[src/rtl/multicycle_ctrl.sv]
// Main sequencer for the multicycle core: walks the shared datapath through fetch/decode/execute/memory/writeback,
// owns the memory request handshake with timeout, counts retired instructions and stops on halt or fault.
module multicycle_ctrl #(
  parameter int DATA_WIDTH  = 32,
  parameter int MEM_TIMEOUT = 16
) (
  input  logic                  clk,
  input  logic                  rst_n,
  input  logic [6:0]            op,
  input  logic [2:0]            funct3,
  input  logic                  Zero,
  input  logic                  mem_ready,
  output logic                  mem_req,
  output logic                  MemWrite,
  output logic                  AdrSrc,
  output logic                  IRWrite,
  output logic                  PCWrite,
  output logic                  RegWrite,
  output logic [1:0]            ALUSrcA,
  output logic [1:0]            ALUSrcB,
  output logic [1:0]            ALUOp,
  output logic [1:0]            ResultSrc,
  output logic                  halted,
  output logic                  trap,
  output logic [1:0]            trap_cause,
  output logic [DATA_WIDTH-1:0] instret
);

  typedef enum logic [3:0] {
    S_IDLE, S_FETCH, S_DECODE, S_MEMADR, S_MEMRD, S_MEMWB, S_MEMWR,
    S_EXECR, S_EXECI, S_LUI, S_ALUWB, S_JAL, S_BRANCH, S_HALT, S_TRAP
  } state_t;

  localparam int WW = (MEM_TIMEOUT < 1) ? 1 : $clog2(MEM_TIMEOUT + 1);
  localparam logic [WW-1:0] WAIT_LAST = WW'(MEM_TIMEOUT - 1);

  localparam logic [1:0] CAUSE_ILLEGAL = 2'b01;
  localparam logic [1:0] CAUSE_TIMEOUT = 2'b10;

  state_t          state, next_state;
  logic [WW-1:0]   wait_cnt;
  logic            set_cause;
  logic [1:0]      cause_d;
  logic            retire;

  // Only funct3[0] selects the branch sense; the other bits are don't-care here.
  logic unused_funct3;
  assign unused_funct3 = ^funct3[2:1];

  always_ff @(posedge clk) begin
    if (!rst_n) begin
      state <= S_IDLE;
    end else begin
      state <= next_state;
    end
  end

  always_comb begin
    next_state = state;
    mem_req    = 1'b0;
    MemWrite   = 1'b0;
    AdrSrc     = 1'b0;
    IRWrite    = 1'b0;
    PCWrite    = 1'b0;
    RegWrite   = 1'b0;
    ALUSrcA    = 2'b00;
    ALUSrcB    = 2'b00;
    ALUOp      = 2'b00;
    ResultSrc  = 2'b00;
    halted     = 1'b0;
    trap       = 1'b0;
    set_cause  = 1'b0;
    cause_d    = 2'b00;

    unique case (state)
      S_IDLE: next_state = S_FETCH;

      S_FETCH: begin
        mem_req   = 1'b1;
        ALUSrcB   = 2'b10;
        ResultSrc = 2'b10;
        if (mem_ready) begin
          IRWrite    = 1'b1;
          PCWrite    = 1'b1;
          next_state = S_DECODE;
        end else if (wait_cnt == WAIT_LAST) begin
          next_state = S_TRAP;
          set_cause  = 1'b1;
          cause_d    = CAUSE_TIMEOUT;
        end
      end

      S_DECODE: begin
        ALUSrcA = 2'b01;
        ALUSrcB = 2'b01;
        unique case (op)
          7'b0000011, 7'b0100011: next_state = S_MEMADR;
          7'b0110011:             next_state = S_EXECR;
          7'b0010011:             next_state = S_EXECI;
          7'b0110111:             next_state = S_LUI;
          7'b1101111:             next_state = S_JAL;
          7'b1100011:             next_state = S_BRANCH;
          7'b1110011:             next_state = S_HALT;
          default: begin
            next_state = S_TRAP;
            set_cause  = 1'b1;
            cause_d    = CAUSE_ILLEGAL;
          end
        endcase
      end

      S_MEMADR: begin
        ALUSrcA    = 2'b10;
        ALUSrcB    = 2'b01;
        next_state = op[5] ? S_MEMWR : S_MEMRD;
      end

      S_MEMRD: begin
        mem_req = 1'b1;
        AdrSrc  = 1'b1;
        if (mem_ready) begin
          next_state = S_MEMWB;
        end else if (wait_cnt == WAIT_LAST) begin
          next_state = S_TRAP;
          set_cause  = 1'b1;
          cause_d    = CAUSE_TIMEOUT;
        end
      end

      S_MEMWB: begin
        ResultSrc  = 2'b01;
        RegWrite   = 1'b1;
        next_state = S_FETCH;
      end

      S_MEMWR: begin
        mem_req  = 1'b1;
        MemWrite = 1'b1;
        AdrSrc   = 1'b1;
        if (mem_ready) begin
          next_state = S_FETCH;
        end else if (wait_cnt == WAIT_LAST) begin
          next_state = S_TRAP;
          set_cause  = 1'b1;
          cause_d    = CAUSE_TIMEOUT;
        end
      end

      S_EXECR: begin
        ALUSrcA    = 2'b10;
        ALUOp      = 2'b10;
        next_state = S_ALUWB;
      end

      S_EXECI: begin
        ALUSrcA    = 2'b10;
        ALUSrcB    = 2'b01;
        ALUOp      = 2'b10;
        next_state = S_ALUWB;
      end

      S_LUI: begin
        ALUSrcB    = 2'b01;
        ALUOp      = 2'b11;
        next_state = S_ALUWB;
      end

      S_ALUWB: begin
        RegWrite   = 1'b1;
        next_state = S_FETCH;
      end

      // PC takes the target computed in DECODE while the ALU forms OldPC+4 for the link.
      S_JAL: begin
        ALUSrcA    = 2'b01;
        ALUSrcB    = 2'b10;
        PCWrite    = 1'b1;
        next_state = S_ALUWB;
      end

      S_BRANCH: begin
        ALUSrcA    = 2'b10;
        ALUOp      = 2'b01;
        PCWrite    = Zero ^ funct3[0];
        next_state = S_FETCH;
      end

      S_HALT: halted = 1'b1;

      S_TRAP: trap = 1'b1;

      default: next_state = S_IDLE;
    endcase
  end

  assign retire = (next_state == S_FETCH) &&
                  ((state == S_MEMWB) || (state == S_MEMWR) ||
                   (state == S_ALUWB) || (state == S_BRANCH));

  // Any state change clears the wait counter, which covers entry into every request state.
  always_ff @(posedge clk) begin
    if (!rst_n) begin
      wait_cnt <= '0;
    end else if (next_state != state) begin
      wait_cnt <= '0;
    end else if (mem_req && !mem_ready) begin
      wait_cnt <= wait_cnt + 1'b1;
    end
  end

  always_ff @(posedge clk) begin
    if (!rst_n) begin
      trap_cause <= 2'b00;
    end else if (set_cause) begin
      trap_cause <= cause_d;
    end
  end

  always_ff @(posedge clk) begin
    if (!rst_n) begin
      instret <= '0;
    end else if (retire) begin
      instret <= instret + 1'b1;
    end
  end

endmodule
[config.mk]
export PLATFORM = sky130hd
export DESIGN_NAME = multicycle_ctrl
export DESIGN_NICKNAME = d
export VERILOG_FILES = /design/src/rtl/multicycle_ctrl.sv
export SDC_FILE = /design/constraint.sdc
export NUM_CORES = 1
export LEC_CHECK = 0
export CORE_ASPECT_RATIO = 1.4
export CORE_UTILIZATION = 25
export CTS_BUF_LIST = sky130_fd_sc_hd__clkbuf_8
export CTS_CLUSTER_DIAMETER = 120
export DETAILED_ROUTE_END_ITERATION = 8
export MAX_ROUTING_LAYER = met4
export PLACE_DENSITY_LB_ADDON = 0.3
export SETUP_SLACK_MARGIN = 0.4
export SLEW_MARGIN = 20
export SYNTH_ARGS = -nofsm -noshare
export SYNTH_HDL_FRONTEND = slang
export SYNTH_SLANG_ARGS = --single-unit
[constraint.sdc]
create_clock -name clk -period 3.72 [get_ports clk]
set_clock_uncertainty 0.2 [all_clocks]
set_input_delay 0.744 -clock clk [delete_from_list [all_inputs] [get_ports clk]]
set_output_delay 0.744 -clock clk [all_outputs]
set_load 0.03 [all_outputs]
-- Yosys cells after proc, flatten, opt, wreduce, memory -nomap -nowiden
Index checks and enable logic that the tools add are counted.
- memories: 0
- bits in latches: 0
- bits in writable memories: 0
- bits of input ports: 14
- bits in registers: 43
- ROM bits: 0
- output and inout bits: 50
- word-level logic and storage cells: 82
- bitwise gates (word level): 2
- magnitude comparators: 0
- add/subtract/negate cells: 2
- shifts and indexed selects: 0
- multiply operators: 0
- mux-type cells: 28
- equality and inequality tests: 25
- div/mod/pow operators: 0
- reduce and logical (&&, ||, !) cells: 21
- operator list (kind ; count):
    adder 32 x 1 -> 32 bit, second input constant ; 1
    case mux 4 bit (8 select lines) ; 1
    == test 4 bit, second input constant ; 7
    case mux 4 bit (7 select lines) ; 1
    == test 7 x 6 -> 1 bit, second input constant ; 3
    == test 7 bit, second input constant ; 3
    == test 4 x 3 -> 1 bit, second input constant ; 4
    two-way mux 4 bit ; 4
    case mux 2 bit (2 select lines) ; 4
    OR reduction 2 bit ; 8
    OR reduction 4 bit ; 4
    two-way mux 1 bit ; 12
    == test 4 x 1 -> 1 bit, second input constant ; 2
    == test 4 x 2 -> 1 bit, second input constant ; 2
    OR reduction 8 bit ; 1
    == test 7 x 2 -> 1 bit, second input constant ; 1
    == test 7 x 5 -> 1 bit, second input constant ; 1
    two-way mux 2 bit ; 3
    case mux 2 bit (3 select lines) ; 1
    adder 5 x 1 -> 5 bit, second input constant ; 1
    == test 5 x 4 -> 1 bit, second input constant ; 1
    zero test 4 bit ; 1
    inequality test 4 bit ; 1
    logical OR 1 bit ; 3
    other kinds (7) ; 8

-- Longest topological paths before layout
Gate-level depths: netlist of run 1.
- word-level depth: 6
- depth in mapped cells: 9
- depth with buffers taken out: 9

-- Least setup slack after synthesis of run 1
Ideal clock, no wire load.
- path kind: flip-flop to output port
- from: register state[3]
- to: output port PCWrite
- data arrival time: 1.702 ns
- setup slack: 1.074 ns
- required time: 2.776 ns
- cell stages (with the launch flop): 6
- buffers on the path: 2
- cell sequence: dfxtp_1 buf_2 buf_1 nand2_1 o32a_1 o22ai_1
- longest elaborated chain between the ends: 2
- elaborated cells between the ends (all ways): 4
- RTL lines (element ; line ; source):
    from (decl) ; 40 ; state_t state, next_state;
    from (signal assigned) ; 54 ; state <= next_state;
    == test 4 bit / == test 4 x 1 -> 1 bit (equally long branches) ; 75 ; unique case (state)
    case mux 1 bit (3 select lines) * ; 75 ;
    to (decl) ; 17 ; output logic PCWrite,
Every way passes the cells marked *; elsewhere a longest branch is shown, timed or not.

-- Final worst setup path of run 1
- from: input port mem_ready
- to: output port IRWrite
- longest elaborated chain between the ends: 2
- RTL lines (element ; line ; source):
    from (decl) ; 12 ; input logic mem_ready,
    two-way mux 1 bit ; 82 ; if (mem_ready) begin
    two-way mux 1 bit ; 75 ;
    to (decl) ; 16 ; output logic IRWrite,
Every way passes these cells.

==> results of run 1 <==
[metal layers]
metal / part of all wire (%) / vias up / wire length, µm / global-route usage [%]
met1: 44 / 1091 / 2860 / 14.3
met5: 0 / - / 0 / -
met4: 1.9 / 0 / 122 / 5.04
met2: 50 / 60 / 3280 / 22.8
li1: - / 1224 / - / -
met3: 3.9 / 8 / 257 / 2.34
[per-stage QoR]
stage | std cells | setup slack [ns] | cell area [µm²]
2_1_floorplan | 313 | 1.07 | 2630
3_5_place_dp | 503 | 0.342 | 3400
4_1_cts | 511 | 0.592 | 3480
6_report | 511 | 0.602 | 3480
5_1_grt | 511 | 0.535 | 3480
3_3_place_gp | 503 | 0.348 | 3400
[final cells by class]
cell class	instances	area [µm²]
clock buffers	5	68.8
clock inverters	3	16.3
fillers	1040	6580
inverters	17	63.8
multi-input cells	240	1640
flip-flops and latches	43	861
well taps	135	169
repair buffers	68	662
[report_power, final]
part	total [µW]	switching (µW)	internal, µW
sequential	520	28.7	492
combinational	891	543	349
clock	293	165	129
[synthesized netlist by cell type (all sizes together), types with 3 or more instances]
master,number
buf,9
or3b,3
or3,11
nor4,5
dfxtp,43
nand3,8
a21boi,11
nor2,19
nand2,20
nor2b,6
inv,17
nand3b,5
xor2,12
ha,3
nor3,12
clkbuf,4
xnor2,18
nand2b,9
o22ai,4
and3,3
nand4,10
o21ai,15
and2,28
a21oi,10
o2111ai,4
[logic make-up after synthesis]
family / after synthesis / share of synthesized area, %
compound gates: 59 / 16.0
xor+xnor: 30 / 9.99
fa+ha+maj: 3 / 1.43
buf+inv: 30 / 4.85
flops: 43 / 32.7
mux: 1 / 0.381
simple gates: 147 / 34.6
[placed cells by master (no fill, tap or decap), types with 2 or more instances in the layout]
cell / instances
a21boi_1: 7
xor2_1: 12
nor3_1: 12
nor4_4: 2
nor4_1: 2
and3_1: 3
nand2b_1: 9
o2111ai_1: 3
nor2_1: 18
nand3_1: 8
clkdlybuf4s50_1: 60
ha_1: 3
nor2b_1: 6
clkbuf_8: 5
or3_1: 11
buf_4: 7
a21oi_1: 9
or4b_1: 2
nand3b_4: 2
and2_1: 27
a21boi_0: 4
xnor2_1: 18
o21ai_0: 15
or3b_2: 2
nor3b_1: 2
nand4_2: 2
nand4_1: 8
dfxtp_1: 43
nand2_1: 20
a21o_1: 2
nand3b_1: 3
o22ai_1: 4
inv_1: 18
[critical path, cell delays in order]
cell and delay, ns:
clkdlybuf4s50_1 0.48, buf_4 0.16, and2_1 0.13, clkdlybuf4s50_1 0.67
[what timing repair did]
item / in CTS / in global routing
resized for setup: 1 / 0
setup buffers: 0 / 0
endpoints found under the setup margin: 1 / 0
[sequential cells by signal, summed over array words and instances, names as in the netlist]
register    flops
wait_cnt        5
state           4
instret        32
trap_cause      2
[final timing paths]
| path | start | to | slack [ns] | cells past startpoint |
|---|---|---|---|---|
| worst min register to register | instret[31] | instret[31] | 0.30 | 2 |
| worst max-delay path | mem_ready | IRWrite | 0.60 | 4 |
| worst max register to register | wait_cnt[0] | wait_cnt[1] | 1.07 | 9 |
| worst min-delay path | instret[31] | instret[31] | 0.30 | 2 |
==> results.txt, run 1 <==
Synth top area share = 32.7%
final WL = 6.53 mm
TritonCTS Buffers = 5
total core area = 0.0101 mm²
asr flop ratio synth = 0%
Worst-Margin Slew = 0.731 ns
largest net degree at the start of global routing = 37
drt first pass iters = 4
worst path arrival time = 2.17 ns
Startpoint Class = primary input
unrepaired setup endpoints after global routing = no
worst vdd rail ir drop = 0.000367 V
share of cells above drive strength 1 = 7.18%
post-synthesis sequential area ratio = 32.7%
Layout Nets = 392
Via Count = 2,383
Cells after Synth = 313
leakage = 0.00126 µW
final antenna-violating net count = 0
Synth Cell Area = 0.00263 mm²
Worst Setup End Kind = primary output
clock sinks = 43
CTS tree = done
FMAX = 0.321 GHz
GR Overflow Total = 0
total power draw = 1700 µW
final-report setup violation count = 0
GRT Resource Usage Total = 13.0%
I/O Buffers = 61
Ys Warns = 0
# rows = 43
Clock Latency Late Sink = 0.30 ns
Post-CTS Hold Fix Bufs = 0
Max Transition Viols Final = 0
number of max-cap violations = 0
Syn-to-layout area delta = 32.4%
Synth Flop Type = dfxtp_1
Wirelength per Cell = 12.8 µm
syn nets = 330
Worst Hold Class = reg2reg
Final HPWL DP = 4.92 mm
final hold viol count = 0
first-pass GRT wire length = 10.7 mm
PD cells = 490 mW/mm²
fin crit share = 83.8%
Worst-path clk slew = 0.08 ns
outcome = completed
Total Die Area = 0.0109 mm²
Seq cells post-synth = 43
DRT iter0 DRCs = 55
Initial Utilization = 26.1%
synth top area cells = dfxtp_1 (33%), and2_1 (6.4%), xnor2_1 (6.0%)
Die Height = 123 µm
worst-path fanout max = 7
fin crit period = 3.12 ns
initial antenna violation count = 0
post-synth top area cell = dfxtp_1
DIE WIDTH = 88.7 µm
Post-Route Hold Slack = 0.302 ns
Clock Tree Buf Depth = 2
Worst Path Required = 2.78 ns
via count of the first global-routing pass = 2,259
# diodes = 0
CTS H-Tree Depth = 2
Final Wtd Congestion = 0.795
kind of critical path = in2out
DRC viols = 0
EDFF count, synth = 0
headroom to the max-slew limit = 50.9%
post-layout util = 34.6%
Root Driver = clkbuf_8
Syn Area/Cell = 8.40 µm²
vias per inst = 4.66
setup TNS = 0 ns
synth unique cells = 58
I/O Pins = 64
(Power assumes the default switching activity.)
==> run 2: changes to the inputs <==
Clock period 3.72 ns to 2.57 ns, I/O delays scaled along.
==> results.txt, run 2 (synthesis gave the netlist of run 1 again) <==
Initial Utilization = 26.1% (unchanged)
Final Wtd Congestion = 0.919 (+16%)
Clock Latency Late Sink = 0.31 ns (about the same)
via count of the first global-routing pass = 2,464 (+9.1%)
worst-path fanout max = 13 (+6)
vias per inst = 4.69 (+0.66%)
leading cell types in the layout, fill and taps excluded = buf_4 (44), dfxtp_1 (33), clkdlybuf4s50_1 (28), and2_1 (26), nand2_1 (20)
total core area = 0.0101 mm² (unchanged)
FMAX = 0.424 GHz
largest net degree at the start of global routing = 24 (-35%)
I/O Pins = 64 (unchanged)
first-pass GRT wire length = 11.6 mm (+8.4%)
Worst Path Required = 1.86 ns (-0.92 ns)
clock sinks = 43 (unchanged)
Total Die Area = 0.0109 mm² (unchanged)
setup ws final = 0.211 ns (-0.390 ns)
DRC viols = 0 (unchanged)
Worst-Margin Slew = 0.419 ns (-0.311 ns)
share of cells above drive strength 1 = 33.5% (+26 points)
Root Driver = clkbuf_8
outcome = completed
post-layout util = 42.6% (+8.0 points)
Largest register FFs = 32 (unchanged)
Worst Setup End Kind = primary output
Post-CTS Hold Fix Bufs = 0 (unchanged)
Largest Register = instret
CTS tree = done
number of max-cap violations = 0 (unchanged)
Post-Place Setup Slack = -0.255 ns (-0.597 ns)
GR Overflow Total = 0 (unchanged)
Max Transition Viols Final = 0 (unchanged)
Final HPWL DP = 5.11 mm (+3.9%)
Clock Tree Buf Depth = 2 (unchanged)
unrepaired setup endpoints after global routing = yes
GRT Resource Usage Total = 14.0% (+1.1 points)
DRT iter0 DRCs = 65 (+18%)
final antenna-violating net count = 0 (unchanged)
final-report setup violation count = 0 (unchanged)
worst path arrival time = 1.64 ns (-0.53 ns)
fin crit share = 91.8%
drt first pass iters = 4 (unchanged)
fin crit period = 2.36 ns
final WL = 7.38 mm (+13%)
Worst Hold Class = reg2reg
Top Registers = instret (32), wait_cnt (5), state (4)
setup TNS = 0 ns (unchanged)
Syn-to-layout area delta = 63.1%
kind of critical path = reg2out
PD cells = 725 mW/mm² (+48%)
CTS H-Tree Depth = 2 (unchanged)
# diodes = 0 (unchanged)
I/O Buffers = 61 (unchanged)
initial antenna violation count = 0 (unchanged)
Startpoint Class = register
commonest non-fill, non-tap cell in the layout = buf_4
Wirelength per Cell = 13.3 µm (+3.9%)
Die Height = 123 µm (unchanged)
leakage = 0.00193 µW (+53%)
final hold viol count = 0 (unchanged)
headroom to the max-slew limit = 71.8% (+21 points)
Via Count = 2,610 (+9.5%)
Worst-path clk slew = 0.09 ns (about the same)
Layout Nets = 437 (+11%)
# rows = 43 (unchanged)
TritonCTS Buffers = 5 (unchanged)
DIE WIDTH = 88.7 µm (unchanged)
worst vdd rail ir drop = 0.000715 V (+95%)
-- run 2: cell count changes in the layout (fill, tap and decap cells not counted), sizes merged --
| cell | previous run | this run |
|---|---|---|
| buf | 7 | 62 |
| bufinv | 0 | 1 |
| clkbuf | 5 | 9 |
| clkdlybuf4s15 | 0 | 2 |
| clkdlybuf4s50 | 60 | 28 |
| clkinvlp | 1 | 0 |
| dlygate4sd2 | 1 | 7 |
| dlymetal6s2s | 0 | 11 |
| inv | 18 | 17 |
-- run 2: layout make-up --
cell class	count	area [µm²]
Tap cell	135	169
Multi-Input combinational cell	240	1990
Clock buffer	6	82.6
Clock inverter	2	35.0
Inverter	17	63.8
Fill cell	997	5770
Timing Repair Buffer	113	1060
Sequential cell	43	881
-- run 2: report_power, final --
group	internal [µW]	leakage, µW	switching (µW)
Sequential	725	0.000353	115
Combinational	791	0.00151	917
Clock	315	0.0000612	247
-- run 2: metal layers --
layer,up-vias,global-route usage (%),wire length (µm)
met2,53,24.7,3910
met4,0,5.14,171
li1,1317,-,-
met5,-,-,0
met3,12,2.27,246
met1,1228,15.8,3050
-- run 2: path summary, 6_finish.rpt --
| path | start | end | slack (ns) | cells after the start |
|---|---|---|---|---|
| hold / removal | instret[31] | instret[31] | 0.32 | 2 |
| hold reg to reg | instret[31] | instret[31] | 0.32 | 2 |
| setup reg to reg | wait_cnt[1] | wait_cnt[2] | 0.22 | 9 |
| setup / recovery | state[0] | IRWrite | 0.21 | 5 |
-- run 2: critical path: stages (launching register included) --
cell and delay (ns):
dfxtp_2 0.51, nand2b_4 0.12, or3_4 0.37, inv_2 0.07, and2_4 0.13, buf_4 0.14
-- run 2: metrics by stage --
| stage | power (µW) | hold slack (ns) | cell area, µm² | cells |
|---|---|---|---|---|
| 2_1_floorplan | 1710 | 0.335 | 2700 | 313 |
| 3_3_place_gp | 2210 | 0.288 | 3670 | 531 |
| 3_5_place_dp | 2220 | 0.301 | 3670 | 531 |
| 4_1_cts | 3000 | 0.314 | 4020 | 548 |
| 5_1_grt | 3280 | 0.334 | 4290 | 556 |
| 6_report | 3110 | 0.316 | 4290 | 556 |
-- run 2: repair_timing --
action / 4_1_cts / 5_1_grt
gates resized for setup: 62 / 57
buffers inserted: 9 / 8
pin swaps: 21 / 24
setup endpoints to repair: 56 / 52
==> run 3: changes to the inputs <==
Settings changed: CORE_UTILIZATION 25 to 46, PLACE_DENSITY set to 0.83, PLACE_DENSITY_LB_ADDON 0.3 to unset.
==> results.txt, run 3 (synthesis gave the netlist of run 1 again) <==
initial antenna violation count = 0 (unchanged)
Worst R2R Setup Slack = 0.12 ns (-0.10 ns)
PD cells = 810 mW/mm² (+12%)
Top Registers = instret (32), wait_cnt (5), state (4)
Clock Tree Buf Depth = 2 (unchanged)
Startpoint Class = register
Worst Setup End Kind = register
I/O Pins = 64 (unchanged)
share of cells above drive strength 1 = 40.3% (+6.8 points)
CP max stage cell = o41ai_4
Worst Hold Class = reg2reg
Syn-to-layout area delta = 69.6%
unrepaired setup endpoints after global routing = yes
Layout Nets = 448 (+2.5%)
worst-path cell chain = ha_4 > and3_4 > ha_4 > nor2b_1 > o21ai_2 > inv_1 > o41ai_4 > buf_4 > nand3_4 > nor3b_2
headroom to the max-slew limit = 70.0% (-1.9 points)
DIE WIDTH = 65.9 µm (-26%)
reg2reg start = wait_cnt[0]
Worst path most repeated cell = ha_4
Worst-Margin Slew = 0.447 ns (+0.0277 ns)
Wirelength per Cell = 18.2 µm (+37%)
final antenna-violating net count = 0 (unchanged)
Total Die Area = 0.00603 mm² (-45%)
GR Overflow Total = 0 (unchanged)
Final Wtd Congestion = 0.839 (-8.7%)
DRC viols = 0 (unchanged)
worst path arrival time = 2.49 ns (+0.85 ns)
Worst-path clk slew = 0.09 ns (about the same)
Largest register FFs = 32 (unchanged)
Final HPWL DP = 5.18 mm (+1.4%)
Die Height = 91.5 µm (-26%)
Largest Register = instret
worst-path fanout max = 5 (-8)
FMAX = 0.408 GHz (-3.8%)
Worst Setup SP = wait_cnt[0]
Via Count = 2,899 (+11%)
largest net degree at the start of global routing = 19 (-21%)
worst setup path endpoint = wait_cnt[4]
leakage = 0.00200 µW (+3.9%)
first-pass GRT wire length = 12.2 mm (+4.7%)
Max Transition Viols Final = 0 (unchanged)
leading cell types in the layout, fill and taps excluded = buf_4 (52), dfxtp_1 (33), and2_1 (25), clkdlybuf4s50_1 (25), nand2_1 (18)
Worst Path Required = 2.61 ns (+0.75 ns)
GRT Resource Usage Total = 26.8% (+13 points)
DRT iter0 DRCs = 147 (+130%)
FF-to-FF End = wait_cnt[4]
CTS H-Tree Depth = 2 (unchanged)
crit-path max cell delay = 0.37 ns (-0.14 ns)
setup TNS = 0 ns (unchanged)
fin crit share = 95.5% (+3.7 points)
Initial Utilization = 47.6% (+21 points)
total core area = 0.00553 mm² (-45%)
Post-Route Hold Slack = 0.291 ns (-0.0248 ns)
# rows = 32 (-26%)
commonest non-fill, non-tap cell in the layout = buf_4
number of max-cap violations = 0 (unchanged)
final hold viol count = 0 (unchanged)
vias per inst = 5.80 (+24%)
clock sinks = 43 (unchanged)
I/O Buffers = 61 (unchanged)
Clock Latency Late Sink = 0.31 ns (about the same)
outcome = completed
kind of critical path = reg2reg
via count of the first global-routing pass = 2,658 (+7.9%)
total power draw = 3610 µW (+16%)
TritonCTS Buffers = 5 (unchanged)
Worst Reg-to-Reg Cells = 10 (+1)
Post-CTS Hold Fix Bufs = 0 (unchanged)
worst vdd rail ir drop = 0.000751 V (+5.0%)
drt first pass iters = 4 (unchanged)
Root Driver = clkbuf_8
fin crit period = 2.45 ns (+0.0944 ns)
final WL = 9.11 mm (+23%)
final-report setup violation count = 0 (unchanged)
CTS tree = done
# diodes = 0 (unchanged)
[run 3: through the flow]
stage	utilization [%]	instance area, µm²	worst slack [ns]	cells
after floorplan	-	2700	0.276	313
after global placement	65.2	3600	-0.319	466
after detailed placement	65.2	3600	-0.345	466
after CTS	72.2	3990	0.149	480
after global routing	80.7	4460	0.0485	500
final	80.7	4460	0.117	500
[run 3: worst min-delay path by stage]
stage                start     endpoint  slack (ns)  depth (start not counted)
2_1_floorplan  wait_cnt[1]  wait_cnt[1]        0.34                          2
3_3_place_gp   instret[31]  instret[31]        0.27                          2
3_5_place_dp   instret[31]  instret[31]        0.28                          2
4_1_cts        instret[31]  instret[31]        0.30                          2
5_1_grt        instret[31]  instret[31]        0.33                          2
6_report       instret[31]  instret[31]        0.29                          2
[run 3: repair_timing]
action	4_1_cts	5_1_grt
pin swaps	17	54
buffers inserted	5	19
endpoints found under the setup margin	55	59
gates cloned	1	1
resized for setup	84	86
[run 3: report_power, final]
| part | internal [µW] | switching, µW |
|---|---|---|
| logic | 1050 | 1200 |
| clock network | 290 | 250 |
| registers | 730 | 92.7 |
| total | 2070 | 1540 |
[run 3: worst max-delay path: cells and delay by family, from the launching register on]
kind | cells | cell delay [ns]
AOI/OAI and AO/OA | 2 | 0.58
and+or+nand+nor | 4 | 0.62
DFF | 1 | 0.36
adders and majority gates | 2 | 0.32
buffers and inverters | 2 | 0.30
[run 3: final cells by class]
| cell class | instances | area, µm² |
|---|---|---|
| Timing Repair Buffer | 124 | 1170 |
| Clock inverter | 3 | 43.8 |
| Fill cell | 306 | 1070 |
| Tap cell | 68 | 85.1 |
| Clock buffer | 5 | 68.8 |
| Inverter | 17 | 66.3 |
| Multi-Input combinational cell | 240 | 2140 |
| Sequential cell | 43 | 886 |
[run 3: layer usage]
layer | vias up | global-route usage, % | wire length (µm)
met1 | 1397 | 26.5 | 3310
met5 | - | - | 0
li1 | 1335 | - | -
met3 | 44 | 4.02 | 365
met2 | 123 | 48.6 | 4980
met4 | 0 | 13.8 | 451
